[src/rtl/fpu_mult_arbiter_pkg.sv]
// Shared types and defaults for the MPU's shared FPU multiplier path.
// Provides operand type, requester id/tag types and a wrap helper.
package fpu_mult_arbiter_pkg;

   typedef logic [31:0] float_t;

   localparam int FPU_MULT_LATENCY = 3;
   localparam int NUM_MPU_REQ      = 4;

   typedef logic [$clog2(NUM_MPU_REQ)-1:0] req_id_t;

   typedef struct packed {
      logic    valid;
      req_id_t id;
   } mult_tag_t;

   // Folds v (assumed < 2*n) back into 0..n-1.
   function automatic int rr_wrap(input int v, input int n);
      return (v >= n) ? v - n : v;
   endfunction

endpackage

[src/rtl/fpu_mult_arbiter_rr_arbiter.sv]
// Round-robin arbiter: first eligible index at or after ptr wins.
// Ports: eligible (request mask), ptr (search start) -> grant (one-hot),
//        grant_id (binary index of the winner), any (a winner exists).
module rr_arbiter
   import fpu_mult_arbiter_pkg::*;
#(
   parameter int NUM_REQ = 4,
   parameter int ID_W    = $clog2(NUM_REQ)
) (
   input  logic [NUM_REQ-1:0] eligible,
   input  logic [ID_W-1:0]    ptr,
   output logic [NUM_REQ-1:0] grant,
   output logic [ID_W-1:0]    grant_id,
   output logic               any
);

   logic [ID_W-1:0] idx;

   always_comb begin
      grant    = '0;
      grant_id = '0;
      any      = 1'b0;
      idx      = '0;
      for (int k = 0; k < NUM_REQ; k++) begin
         idx = ID_W'(rr_wrap(int'(ptr) + k, NUM_REQ));
         if (!any && eligible[idx]) begin
            any       = 1'b1;
            grant[idx] = 1'b1;
            grant_id  = idx;
         end
      end
   end

endmodule

[src/rtl/fpu_mult_arbiter.sv]
// Shares one fixed-latency pipelined FPU multiplier among NUM_REQ requesters,
// with round-robin issue, a tag pipeline for result ownership and held responses.
// Ports: clk, rst (sync, active-high);
//        req_valid/req_ready/req_a/req_b   - per-requester issue handshake;
//        resp_valid/resp_ready/resp_data   - per-requester held result;
//        mult_start/mult_a/mult_b          - issue to the shared multiplier;
//        mult_done/mult_result             - product from the multiplier;
//        proto_err                         - sticky tag/done disagreement.
module fpu_mult_arbiter
   import fpu_mult_arbiter_pkg::*;
#(
   parameter int NUM_REQ      = NUM_MPU_REQ,
   parameter int DATA_WIDTH   = $bits(float_t),
   parameter int MULT_LATENCY = FPU_MULT_LATENCY
) (
   input  logic                               clk,
   input  logic                               rst,
   input  logic [NUM_REQ-1:0]                 req_valid,
   output logic [NUM_REQ-1:0]                 req_ready,
   input  logic [NUM_REQ-1:0][DATA_WIDTH-1:0] req_a,
   input  logic [NUM_REQ-1:0][DATA_WIDTH-1:0] req_b,
   output logic [NUM_REQ-1:0]                 resp_valid,
   input  logic [NUM_REQ-1:0]                 resp_ready,
   output logic [NUM_REQ-1:0][DATA_WIDTH-1:0] resp_data,
   output logic                               mult_start,
   output logic [DATA_WIDTH-1:0]              mult_a,
   output logic [DATA_WIDTH-1:0]              mult_b,
   input  logic                               mult_done,
   input  logic [DATA_WIDTH-1:0]              mult_result,
   output logic                               proto_err
);

   localparam int ID_W = $clog2(NUM_REQ);

   logic [NUM_REQ-1:0] busy;
   logic [NUM_REQ-1:0] eligible;
   logic [NUM_REQ-1:0] grant;
   logic [NUM_REQ-1:0] resp_fire;
   logic [ID_W-1:0]    ptr;
   logic [ID_W-1:0]    grant_id;
   logic               any;
   logic               accept;

   // Tag slot k holds the op issued k+1 cycles ago; the last slot lines
   // up with the cycle its mult_done is due.
   logic [MULT_LATENCY:0]           tag_v;
   logic [MULT_LATENCY:0][ID_W-1:0] tag_id;
   logic                            exit_v;
   logic [ID_W-1:0]                 exit_id;
   logic                            done_hit;

   assign eligible = req_valid & ~busy;

   rr_arbiter #(
      .NUM_REQ (NUM_REQ),
      .ID_W    (ID_W)
   ) u_arb (
      .eligible (eligible),
      .ptr      (ptr),
      .grant    (grant),
      .grant_id (grant_id),
      .any      (any)
   );

   // Grants are masked while reset is held so every output reads 0.
   assign req_ready = rst ? '0 : grant;
   assign accept    = any & ~rst;

   assign exit_v    = tag_v[MULT_LATENCY];
   assign exit_id   = tag_id[MULT_LATENCY];
   assign done_hit  = mult_done & exit_v;
   assign resp_fire = resp_valid & resp_ready;

   always_ff @(posedge clk) begin
      if (rst) begin
         busy       <= '0;
         ptr        <= '0;
         tag_v      <= '0;
         tag_id     <= '0;
         mult_start <= 1'b0;
         mult_a     <= '0;
         mult_b     <= '0;
         resp_valid <= '0;
         resp_data  <= '0;
         proto_err  <= 1'b0;
      end else begin
         mult_start <= accept;
         if (accept) begin
            mult_a <= req_a[grant_id];
            mult_b <= req_b[grant_id];
            ptr    <= ID_W'(rr_wrap(int'(grant_id) + 1, NUM_REQ));
         end

         tag_v  <= {tag_v[MULT_LATENCY-1:0], accept};
         tag_id <= {tag_id[MULT_LATENCY-1:0], grant_id};

         // A stray done is dropped; a missing done leaves busy set.
         if (mult_done != exit_v)
            proto_err <= 1'b1;

         for (int i = 0; i < NUM_REQ; i++) begin
            if (grant[i])
               busy[i] <= 1'b1;
            else if (resp_fire[i])
               busy[i] <= 1'b0;

            // One outstanding op per requester keeps this slot free.
            if (done_hit && exit_id == ID_W'(i)) begin
               resp_valid[i] <= 1'b1;
               resp_data[i]  <= mult_result;
            end else if (resp_fire[i]) begin
               resp_valid[i] <= 1'b0;
            end
         end
      end
   end

endmodule
[config.mk]
export PLATFORM = sky130hd
export DESIGN_NAME = fpu_mult_arbiter
export DESIGN_NICKNAME = d
export VERILOG_FILES = /design/src/rtl/fpu_mult_arbiter_pkg.sv /design/src/rtl/fpu_mult_arbiter_rr_arbiter.sv /design/src/rtl/fpu_mult_arbiter.sv
export SDC_FILE = /design/constraint.sdc
export NUM_CORES = 1
export LEC_CHECK = 0
export BUFFER_PORTS_ARGS = -buffer_cell sky130_fd_sc_hd__buf_2
export CAP_MARGIN = 20
export CORE_AREA = 2 2 198 200
export DETAILED_ROUTE_END_ITERATION = 6
export DIE_AREA = 0 0 200 202
export PLACE_DENSITY_LB_ADDON = 0.12
export SLEW_MARGIN = 20
export SYNTH_ARGS = -nofsm -noshare
export SYNTH_HDL_FRONTEND = slang
export SYNTH_HIERARCHICAL = 1
export SYNTH_SLANG_ARGS = --single-unit
[constraint.sdc]
create_clock -name clk -period 3.74 [get_ports clk]
set_clock_uncertainty 0.15 [all_clocks]
set_input_delay 0.187 -clock clk [delete_from_list [all_inputs] [get_ports clk]]
set_output_delay 0.187 -clock clk [all_outputs]
set_load 0.02 [all_outputs]
## Word-level counts from Yosys, hierarchy flattened

Cells that the tools add are included.

| storage, ports and cells | value |
|---|---|
| register bits after elaboration | 216 |
| bits of input ports | 299 |
| word-level logic and storage cells | 131 |

| operators by class | value |
|---|---|
| $add $sub $neg | 9 |
| order comparisons | 14 |
| eq/ne operators | 4 |
| multiplexer cells | 50 |
| bitwise logic cells | 9 |
| reduce and logical (&&, ||, !) cells | 23 |

Operators with widths:

| kind | count |
|---|---|
| $bmux 32 s2 | 2 |
| $mux 32 | 2 |
| $mux 1 | 24 |
| $mux 4 | 5 |
| $mux 2 | 9 |
| $reduce_bool 2->1 | 8 |
| $lt 2x3->1 const B | 5 |
| $ge 3x3->1 const B | 4 |
| $or 4x4->4 | 3 |
| $logic_and 1x1->1 | 11 |
| $sub 2x1->2 const B | 5 |
| $and 4x4->4 | 2 |
| $bmux 1 s2 | 4 |
| $demux 1 s2 | 4 |
| $ge 2x1->1 const B | 4 |
| $add 2x1->3 const B | 2 |
| $add 2x2->3 const B | 2 |
| $eq 2x2->1 const B | 2 |
| $not 4->4 | 1 |
| $ge 2x3->1 const B | 1 |
| $logic_not 1->1 | 3 |
| $and 1x1->1 | 2 |
| $eq 2x1->1 const B | 1 |
| $logic_not 2->1 | 1 |
| other kinds (2) | 2 |

## Logic depth before layout (Yosys ltp)

Gate-level depths: netlist of the first run.

| logic depth | value |
|---|---|
| depth in word-level cells | 17 |
| gate-level depth with buffers | 14 |
| depth with buffers taken out | 9 |

## By module

Netlist of the first run, hierarchy kept.

By module, submodules not included:

| module | instances | cells each | area an instance (um^2) | sequential area each (um^2) |
|---|---|---|---|---|
| fpu_mult_arbiter | 1 | 923 | 8959.8 | 4304.1 |
| rr_arbiter | 1 | 45 | 421.7 | 0.0 |

## Least setup slack after synthesis of the first run

Ideal clock, no wire load.

| timing path | value |
|---|---|
| path type | register to register |
| start | register ptr[0] |
| end | register mult_a[24] |
| data arrival time | 2873 ps |
| required time | 3462 ps |
| path slack | 590 ps |
| stages on the path, launching flop included | 15 |
| buffers on the path | 5 |
| path through | dfxtp_1 -> buf_6 -> inv_1 -> ha_1 -> mux4_2 -> buf_6 -> and2b_2 -> o21ai_0 -> o31ai_1 -> buf_6 -> buf_12 -> buf_8 -> mux4_2 -> mux2i_1 -> nor2_1 |

| on the way | value |
|---|---|
| word-level cells in the longest chain between the ends | 16 |
| elaborated cells on any way between the ends | 40 |

RTL lines:

| element | RTL line | source |
|---|---|---|
| start: declaration | fpu_mult_arbiter.sv:39 | `logic [ID_W-1:0] ptr;` |
| start signal: assignment | fpu_mult_arbiter.sv:91 | `ptr <= ID_W'(rr_wrap(int'(grant_id) + 1, NUM_REQ));` |
| branches (longest 13 deep; another with $add 2x1->3) | -- |  |
| $mux 2 (*) | fpu_mult_arbiter_rr_arbiter.sv:26 | `if (!any && eligible[idx]) begin` |
| named net grant_id[0] | fpu_mult_arbiter.sv:40 | `logic [ID_W-1:0] grant_id;` |
| $bmux 32 s2 (*) | fpu_mult_arbiter.sv:89 | `mult_a <= req_a[grant_id];` |
| $mux 32 (not written as such) (*) | fpu_mult_arbiter.sv:89 |  |
| end signal: assignment | fpu_mult_arbiter.sv:89 |  |
| end: declaration | fpu_mult_arbiter.sv:26 | `output logic [DATA_WIDTH-1:0] mult_a,` |

Mark *: on every way through the listed nets, which the timed path passes. The select of a mux whose other input is x is not followed.
A chain may end at the register's enable or synchronous reset.

## Worst setup path in the final report of the first run

| timing path | value |
|---|---|
| start | register ptr[1] |
| end | output req_ready[1] |

| on the way | value |
|---|---|
| word-level cells in the longest chain between the ends | 15 |
| elaborated cells on any way between the ends | 60 |

RTL lines:

| element | RTL line | source |
|---|---|---|
| branches (longest 13 deep; another with $add 2x1->3) | -- |  |
| $mux 4 (*) | fpu_mult_arbiter_rr_arbiter.sv:26 |  |
| named net grant[1] | fpu_mult_arbiter.sv:37 | `logic [NUM_REQ-1:0] grant;` |
| $mux 4 (*) | fpu_mult_arbiter.sv:66 | `assign req_ready = rst ? '0 : grant;` |
| end: declaration | fpu_mult_arbiter.sv:19 | `output logic [NUM_REQ-1:0] req_ready,` |

Marks and branches as above.

==> impl_metrics.py, run 1 <==
metrics = {
    "worst_setup_path": {
        "crit_type": "flip-flop to output pin",
        "critPathCaptureType": "output pin",
        "cp.required_ns": 3.40,
        "cp.arrival_ns": 3.05,
        "crit_fanout": 7,
        "cp-start-kind": "flip-flop",
    },
    "timing": {
        "tns_ns": 0,
        "hold_viol_final": 0,
        "worst_pin_slew_ns": 0.9918,
        "rsz0062_at_grt": "false",
        "finalSetupViolCount": 0,
        "fmax_ghz": 0.2950,
        "slew_headroom_pct": 33.88,
        "drv_slew": 0,
        "holdWs_ns": 0.03960,
        "period_share_pct": 90.62,
        "period_needed_ns": 3.389,
    },
    "pwr": {
        "worst_ir_drop_vdd_mv": 0.4378,
        "p_seq_share_pct": 24.4,
        "leakagePower_nw": 7.466,
        "p_per_area_nw_per_um2": 714.1,
        "switching_share_pct": 35.35,
        "intPower_mw": 7.522,
        "combPwrFrac_pct": 52.8,
        "switching_power_mw": 4.113,
        "clock_power_share_pct": 22.8,
    },
    "final_layout": {
        "drive_above_1_share_pct": 36.99,
        "area_growth_pct": 73.69,
        "layout_common_cells": "499 x buf_2, 285 x dlygate4sd3_1, 260 x nand2_1",
        "finalNonFillerCells": 2278,
        "final_nets": 2042,
        "layout_commonest_cell": "buf_2",
    },
    "route": {
        "drt_wl_total_um": 42620,
        "wire_per_inst_um": 18.71,
        "via_per_inst": 4.494,
        "initialDrtViolationCount": 533,
        "ant_nets": 0,
        "drc": 0,
        "drtPass1Iterations": 7,
        "via_count": 10240,
    },
    "yosys": {
        "synth_edf_count": 0,
        "ys_ff_latch": 215,
        "yosys_warnings": 6,
        "async_flop_share_pct": 0,
        "synth_fp_nets": 1273,
        "netlist_instances": 968,
        "synth.distinct_cells": 36,
        "synth_area_um2": 9381,
        "synth-main-ff-cell": "dfxtp_1",
        "syn_area_per_cell_um2": 9.692,
        "synth.yosys.seq_area_share_pct": 45.88,
    },
    "global_routing": {
        "grt_use_total_pct": 20.36,
        "grt_pass1_vias": 10520,
        "gr-total-overflow": 0,
        "grt_pass1_wl_um": 62680,
        "grt_antenna_before_repair": 6,
        "grt_start_max_net_pins": 119,
    },
    "place": {
        "hpwl_um": 28730,
        "dp_cells": 1939,
        "place.gp.congestion": 0.9324,
        "io_buffers": 500,
    },
    "die": {
        "core-area_um2": 38290,
        "row_count": 72,
        "die_w_um": 200,
        "initial_core_util_pct": 24.50,
        "die_area_um2": 40400,
        "ioPinCount": 501,
        "die_h_um": 202,
    },
    "cts": {
        "clk_pin_slew_worst_paths_ns": 0.06,
        "insertion_delay_ns": 0.54,
        "cts_tree": "yes",
        "cts_inserted_buffers": 27,
        "post_cts_resized": 0,
        "clock-sinks": 215,
        "root_buffer": "clkbuf_16",
        "htreeDepth": 1,
        "cts_buffer_depth": 3,
    },
    "flow_run": {
        "cap_violations": 0,
    },
    "run_status": {
        "status": "finished, final reports clean",
    },
    "worst_hold_path": {
        "hold_class": "input pin to flip-flop",
    },
}
-- what timing repair did --
item	4_1_cts	5_1_grt
hold buffers	285	0
endpoints found under the setup margin	0	9
setup buffers	0	2
hold endpoints to repair	201	0
-- metrics by stage --
step | power, mW | setup slack (ns) | util (%) | instance area, um^2
after floorplan | 7.287 | 0.5895 | - | 9382
after global routing | 12.37 | 0.1426 | 42.56 | 16290
final | 11.64 | 0.3506 | 42.56 | 16290
after detailed placement | 8.711 | 0.1511 | 32.64 | 12500
after global placement | 8.686 | 0.2135 | 32.64 | 12500
after CTS | 11.66 | 0.1539 | 42.43 | 16250
-- worst paths after layout --
path         slack, ns  cells past startpoint      start            to
max               0.35                      9     ptr[1]  req_ready[1]
min               0.04                      2        rst       busy[0]
max reg2reg       0.45                     11     ptr[1]    mult_b[21]
min reg2reg       0.28                      1  tag_id[5]    exit_id[1]
-- critical path: stages, from the launching register on --
cell and delay, ns:
dfxtp_1 0.44, inv_1 0.13, ha_1 0.37, mux4_2 0.37, buf_4 0.19, nor4b_4 0.36, a22oi_1 0.12, o21ai_0 0.16
nor2b_1 0.19, buf_2 0.19
-- power by group through the flow --
stage / sequential, mW / combinational [mW] / clock [mW]
after floorplan: 3.20 / 4.09 / 0
after detailed placement: 2.88 / 5.83 / 0
after CTS: 2.84 / 6.09 / 2.73
after global routing: 2.88 / 6.67 / 2.82
final: 2.84 / 6.15 / 2.65
after global placement: 2.89 / 5.80 / 0
-- state kept, by name, summed over array words and instances (netlist names) --
register,count
resp_data,128
mult_a,32
mult_b,32
tag_id,6
busy,4
resp_valid,4
tag_v,4
exit_id,2
ptr,2
proto_err,1
-- Yosys cell counts (5+ instances only) --
library cell	instances	area, um^2
nand2_1	260	975.9
nor2b_1	21	131.4
nand2b_1	6	37.54
mux4_2	66	1486
nor2_1	75	281.5
buf_2	25	125.1
ha_1	6	75.07
mux2i_1	66	660.6
a21oi_1	136	680.7
o21ai_0	5	25.02
clkbuf_1	44	165.2
dfxtp_1	215	4304
a22oi_1	8	60.06
-- area by class of cell --
| cell class | count | area, um^2 |
|---|---|---|
| fillers | 3741 | 21990 |
| repair buffers | 819 | 5742 |
| multi-input cells | 671 | 4683 |
| flip-flops and latches | 215 | 4304 |
| clock buffers | 41 | 798.3 |
| well taps | 518 | 648.1 |
| clock inverters | 8 | 100.1 |
| inverters | 3 | 11.26 |
| diodes | 3 | 7.507 |
-- per-layer routing --
layer  GRT usage [%]  share of wire [%]  vias up
met5               0              0.061        -
met4           5.979                2.5        4
met3           5.673                8.1       85
met2           34.88                 48      406
met1           24.72                 41     4872
li1                -                  -     4870
-- kinds of logic after synthesis --
group,Yosys count,synth area share (%)
and+or+nand+nor,374,16.36
buffers and inverters,82,4.615
adders and majority gates,6,0.8002
xor gates and xnor gates,1,0.09338
DFF,215,45.88
muxes,135,23.57
AOI/OAI and AO/OA,155,8.682
No activity file was read; power rests on OpenSTA's default activity.
==> run 2: changes to the inputs <==
==> constraint.sdc (replaced) <==
create_clock -name clk -period 3.74 [get_ports clk]
set_clock_uncertainty 0.15 [all_clocks]
set_input_delay 0.374 -clock clk [delete_from_list [all_inputs] [get_ports clk]]
set_output_delay 0.374 -clock clk [all_outputs]
set_load 0.02 [all_outputs]
==> impl_metrics.py, run 2 (same netlist as run 1, synthesis figures left out) <==
metrics = {
    "run_status": {
        "status": "finished, final reports clean",
    },
    "worst_setup_path": {
        "critPathSlowestCell": "dfxtp_1",
        "crit_fanout": 6,
        "cp_cell_sequence": "inv_1 -> ha_1 -> mux4_2 -> buf_4 -> nor4b_4 -> a22oi_1 -> o21ai_0 -> nor2b_1 -> buf_2",
        "cp.arrival_ns": 2.94,
        "cp.required_ns": 3.22,
        "crit_type": "flip-flop to output pin",
        "worst_path_largest_cell_delay_ns": 0.41,
        "critPathCaptureType": "output pin",
        "cp-start-kind": "flip-flop",
    },
    "cts": {
        "insertion_delay_ns": 0.54,
        "post_cts_resized": 0,
        "cts_tree": "yes",
        "cts_inserted_buffers": 27,
        "cts_setup_buffers": 0,
        "clk_pin_slew_worst_paths_ns": 0.06,
        "htreeDepth": 1,
        "root_buffer": "clkbuf_16",
        "cts_buffer_depth": 3,
        "clock-sinks": 215,
    },
    "die": {
        "row_count": 72,
        "initial_core_util_pct": 24.50,
        "die_area_um2": 40400,
        "die_h_um": 202,
        "die_w_um": 200,
        "core-area_um2": 38290,
        "ioPinCount": 501,
    },
    "global_routing": {
        "grt_pass1_wl_um": 58100,
        "grt_start_max_net_pins": 87,
        "gr-total-overflow": 0,
        "grt_pass1_vias": 9337,
        "grt_antenna_before_repair": 13,
        "grt_use_total_pct": 19.10,
    },
    "route": {
        "initialDrtViolationCount": 514,
        "via_count": 9160,
        "wire_per_inst_um": 19.49,
        "drc": 0,
        "via_per_inst": 4.510,
        "drt_wl_total_um": 39590,
        "ant_nets": 0,
        "drtPass1Iterations": 5,
    },
    "worst_hold_path": {
        "hold_class": "input pin to flip-flop",
    },
    "final_layout": {
        "finalNonFillerCells": 2031,
        "final_nets": 1797,
        "reg_top3": "resp_data (128), mult_a (32), mult_b (32)",
        "layout_commonest_cell": "buf_2",
        "area_growth_pct": 46.79,
        "largest_reg_flops": 128,
        "top_register": "resp_data",
        "fin_area_um2": 13770,
        "drive_above_1_share_pct": 43.14,
        "fin_util_pct": 35.97,
        "layout_common_cells": "499 x buf_2, 260 x nand2_1, 215 x dfxtp_1",
    },
    "place": {
        "dp_cells": 1944,
        "place.gp.congestion": 0.9010,
        "placed_area_um2": 12520,
        "io_buffers": 500,
        "dp_slack_ns": 0.3309,
        "hpwl_um": 29560,
    },
    "timing": {
        "rsz0062_at_grt": "false",
        "finalSetupViolCount": 0,
        "layout_setup_ws_ns": 0.2757,
        "drv_slew": 0,
        "period_share_pct": 92.63,
        "tns_ns": 0,
        "slew_headroom_pct": 34.69,
        "worst_pin_slew_ns": 0.9797,
        "fmax_ghz": 0.2887,
        "hold_viol_final": 0,
        "period_needed_ns": 3.464,
    },
    "flow_run": {
        "cap_violations": 0,
    },
    "pwr": {
        "p_per_area_nw_per_um2": 813.9,
        "worst_ir_drop_vdd_mv": 0.4122,
        "leakagePower_nw": 6.419,
    },
}
-- run 2: worst paths after layout --
path                                endpoint  slack (ns)  depth (start not counted)       from
worst min register to register      tag_v[3]        0.28                          1   tag_v[2]
worst max register to register    mult_a[13]        0.49                         11     ptr[1]
worst max-delay path            req_ready[2]        0.28                          9     ptr[1]
worst min-delay path              mult_a[31]        0.12                          4  req_a[95]
-- run 2: per-stage QoR --
step / total power, mW / hold WS (ns)
4_1_cts: 11.44 / 0.09389
5_1_grt: 11.98 / 0.1172
2_1_floorplan: 7.287 / 0.2638
3_5_place_dp: 8.738 / 0.2739
3_3_place_gp: 8.678 / 0.2702
6_report: 11.21 / 0.1238
-- run 2: timing repair --
item	in CTS	in global routing
endpoints found under the setup margin	0	0
hold buffers	37	0
hold endpoints to repair	135	0
-- run 2: final cells by class --
class	count	area, um^2
Antenna cell	4	10.01
Clock buffer	41	808.3
Clock inverter	5	57.56
Fill cell	4035	24520
Inverter	3	11.26
Multi-Input combinational cell	671	4683
Sequential cell	215	4304
Tap cell	518	648.1
Timing Repair Buffer	574	3248
-- run 2: critical path, delay by kind of cell, from the launching register on --
kind            cells  cell delay, ns
buf+inv             3            0.47
compound gates      2            0.26
fa+ha+maj           1            0.35
mux                 1            0.37
simple gates        2            0.54
flops               1            0.41
-- run 2: per-layer routing --
layer,share of wire [%],up-vias,track usage (%)
li1,-,4383,-
met1,40,4334,23.49
met2,48,376,32.73
met3,9.1,61,5.039
met4,2.4,6,5.265
met5,0.086,-,0
-- run 2: power breakdown --
part           internal [mW]  switching, mW  total [mW]
Combinational           3.00           2.78        5.78
Sequential              2.65          0.181        2.83
Clock                   1.54           1.05        2.59
Total                   7.20           4.01        11.2
==> run 3: changes to the inputs <==
Settings changed: RECOVER_POWER from default to 25.
==> impl_metrics.py, run 3 (same netlist as run 1, synthesis figures left out) <==
metrics = {
    "final_layout": {
        "layout_common_cells": "405 x buf_2, 260 x nand2_1, 215 x dfxtp_1",
        "drive_above_1_share_pct": 36.91,
        "fillerInstances": 4057,
        "area_growth_pct": 45.53,
        "layout_commonest_cell": "buf_2",
        "reg_top3": "resp_data (128), mult_a (32), mult_b (32)",
        "top_register": "resp_data",
        "largest_reg_flops": 128,
        "final_nets": 1797,
        "fin_area_um2": 13650,
    },
    "timing": {
        "worst_pin_slew_ns": 0.9888,
        "period_needed_ns": 3.464,
        "holdWs_ns": 0.1252,
        "hold_viol_final": 0,
        "period_share_pct": 92.61,
        "rsz0062_at_grt": "false",
        "tns_ns": 0,
        "finalSetupViolCount": 0,
        "slew_headroom_pct": 34.08,
        "fmax_ghz": 0.2887,
        "drv_slew": 0,
    },
    "place": {
        "placed_area_um2": 12520,
        "io_buffers": 500,
        "hpwl_um": 29560,
        "place.gp.congestion": 0.9010,
    },
    "cts": {
        "post_cts_resized": 0,
        "cts_buffer_depth": 3,
        "htreeDepth": 1,
        "cts_inserted_buffers": 27,
        "insertion_delay_ns": 0.54,
        "root_buffer": "clkbuf_16",
        "cts_tree": "yes",
        "clock-sinks": 215,
        "clk_pin_slew_worst_paths_ns": 0.06,
    },
    "die": {
        "die_h_um": 202,
        "die_w_um": 200,
        "die_area_um2": 40400,
        "ioPinCount": 501,
        "core-area_um2": 38290,
        "row_count": 72,
        "initial_core_util_pct": 24.50,
    },
    "route": {
        "drt_wl_total_um": 39710,
        "initialDrtViolationCount": 505,
        "drc": 0,
        "via_per_inst": 4.512,
        "ant_nets": 0,
        "drtPass1Iterations": 5,
        "wire_per_inst_um": 19.55,
        "via_count": 9163,
    },
    "pwr": {
        "worst_ir_drop_vdd_mv": 0.4149,
        "p_per_area_nw_per_um2": 818.7,
        "leakagePower_nw": 6.028,
    },
    "worst_hold_path": {
        "hold_class": "input pin to flip-flop",
        "hold_depth": 4,
    },
    "worst_setup_path": {
        "critPathCaptureType": "output pin",
        "cp.required_ns": 3.22,
        "crit_type": "flip-flop to output pin",
        "r2r_cells": 11,
        "cp.arrival_ns": 2.94,
        "crit_fanout": 6,
        "cp-start-kind": "flip-flop",
    },
    "global_routing": {
        "grt_pass1_wl_um": 58100,
        "grt_antenna_before_repair": 13,
        "grt_pass1_vias": 9337,
        "grt_start_max_net_pins": 87,
        "gr-total-overflow": 0,
        "grt_use_total_pct": 19.10,
    },
    "run_status": {
        "status": "finished, final reports clean",
    },
    "flow_run": {
        "cap_violations": 0,
    },
}
==> run 3: area by class of cell <==
type / count / area [um^2] / share of cell area [%]
tap: 518 / 648.1 / 4.747
antenna: 4 / 10.01 / 0.07331
clock inverter: 5 / 57.56 / 0.4216
sequential: 215 / 4304 / 31.52
multi-input combinational: 671 / 4683 / 34.30
inverter: 3 / 11.26 / 0.08248
timing repair buffer: 574 / 3131 / 22.93
clock buffer: 41 / 808.3 / 5.920
==> run 3: worst max-delay path, cell delays in order (launching register included) <==
cell and delay (ns):
dfxtp_1 0.41, inv_1 0.08, ha_1 0.35, mux4_2 0.37, buf_4 0.19, nor4b_4 0.36, a22oi_1 0.10, o21ai_0 0.16
nor2b_1 0.18, buf_2 0.20
==> run 3: final timing paths <==
check,start,slack (ns),end
setup reg to reg,ptr[1],0.49,mult_a[13]
hold / removal,req_a[95],0.13,mult_a[31]
hold reg to reg,tag_v[2],0.28,tag_v[3]
setup / recovery,ptr[1],0.28,req_ready[2]
==> run 3: timing repair <==
action / 4_1_cts / 5_1_grt
hold buffers: 37 / 0
hold endpoints to repair: 135 / 0
setup buffers: 0 / 0
==> run 3: through the flow <==
stage / std cells / worst slack (ns) / total power [mW] / utilization, %
5_1_grt: 2031 / 0.03719 / 11.95 / 35.66
2_1_floorplan: 968 / 0.5895 / 7.287 / -
4_1_cts: 2027 / 0.2160 / 11.44 / 35.94
6_report: 2031 / 0.2762 / 11.18 / 35.66
3_5_place_dp: 1944 / 0.3309 / 8.738 / 32.71
3_3_place_gp: 1943 / -0.06757 / 8.678 / 32.68
==> run 3: per-layer routing <==
metal | wire, um | up-vias | global-route usage (%)
met3 | 3486 | 61 | 5.039
met1 | 16130 | 4334 | 23.49
met5 | 34 | - | 0
li1 | - | 4385 | -
met2 | 19120 | 377 | 32.73
met4 | 940 | 6 | 5.265
==> run 3: report_power, final <==
group / leakage, nW / internal, mW / switching [mW]
Combinational: 3.85 / 2.97 / 2.78
Clock: 0.428 / 1.54 / 1.04
Sequential: 1.75 / 2.65 / 0.185
Total: 6.03 / 7.17 / 4.01
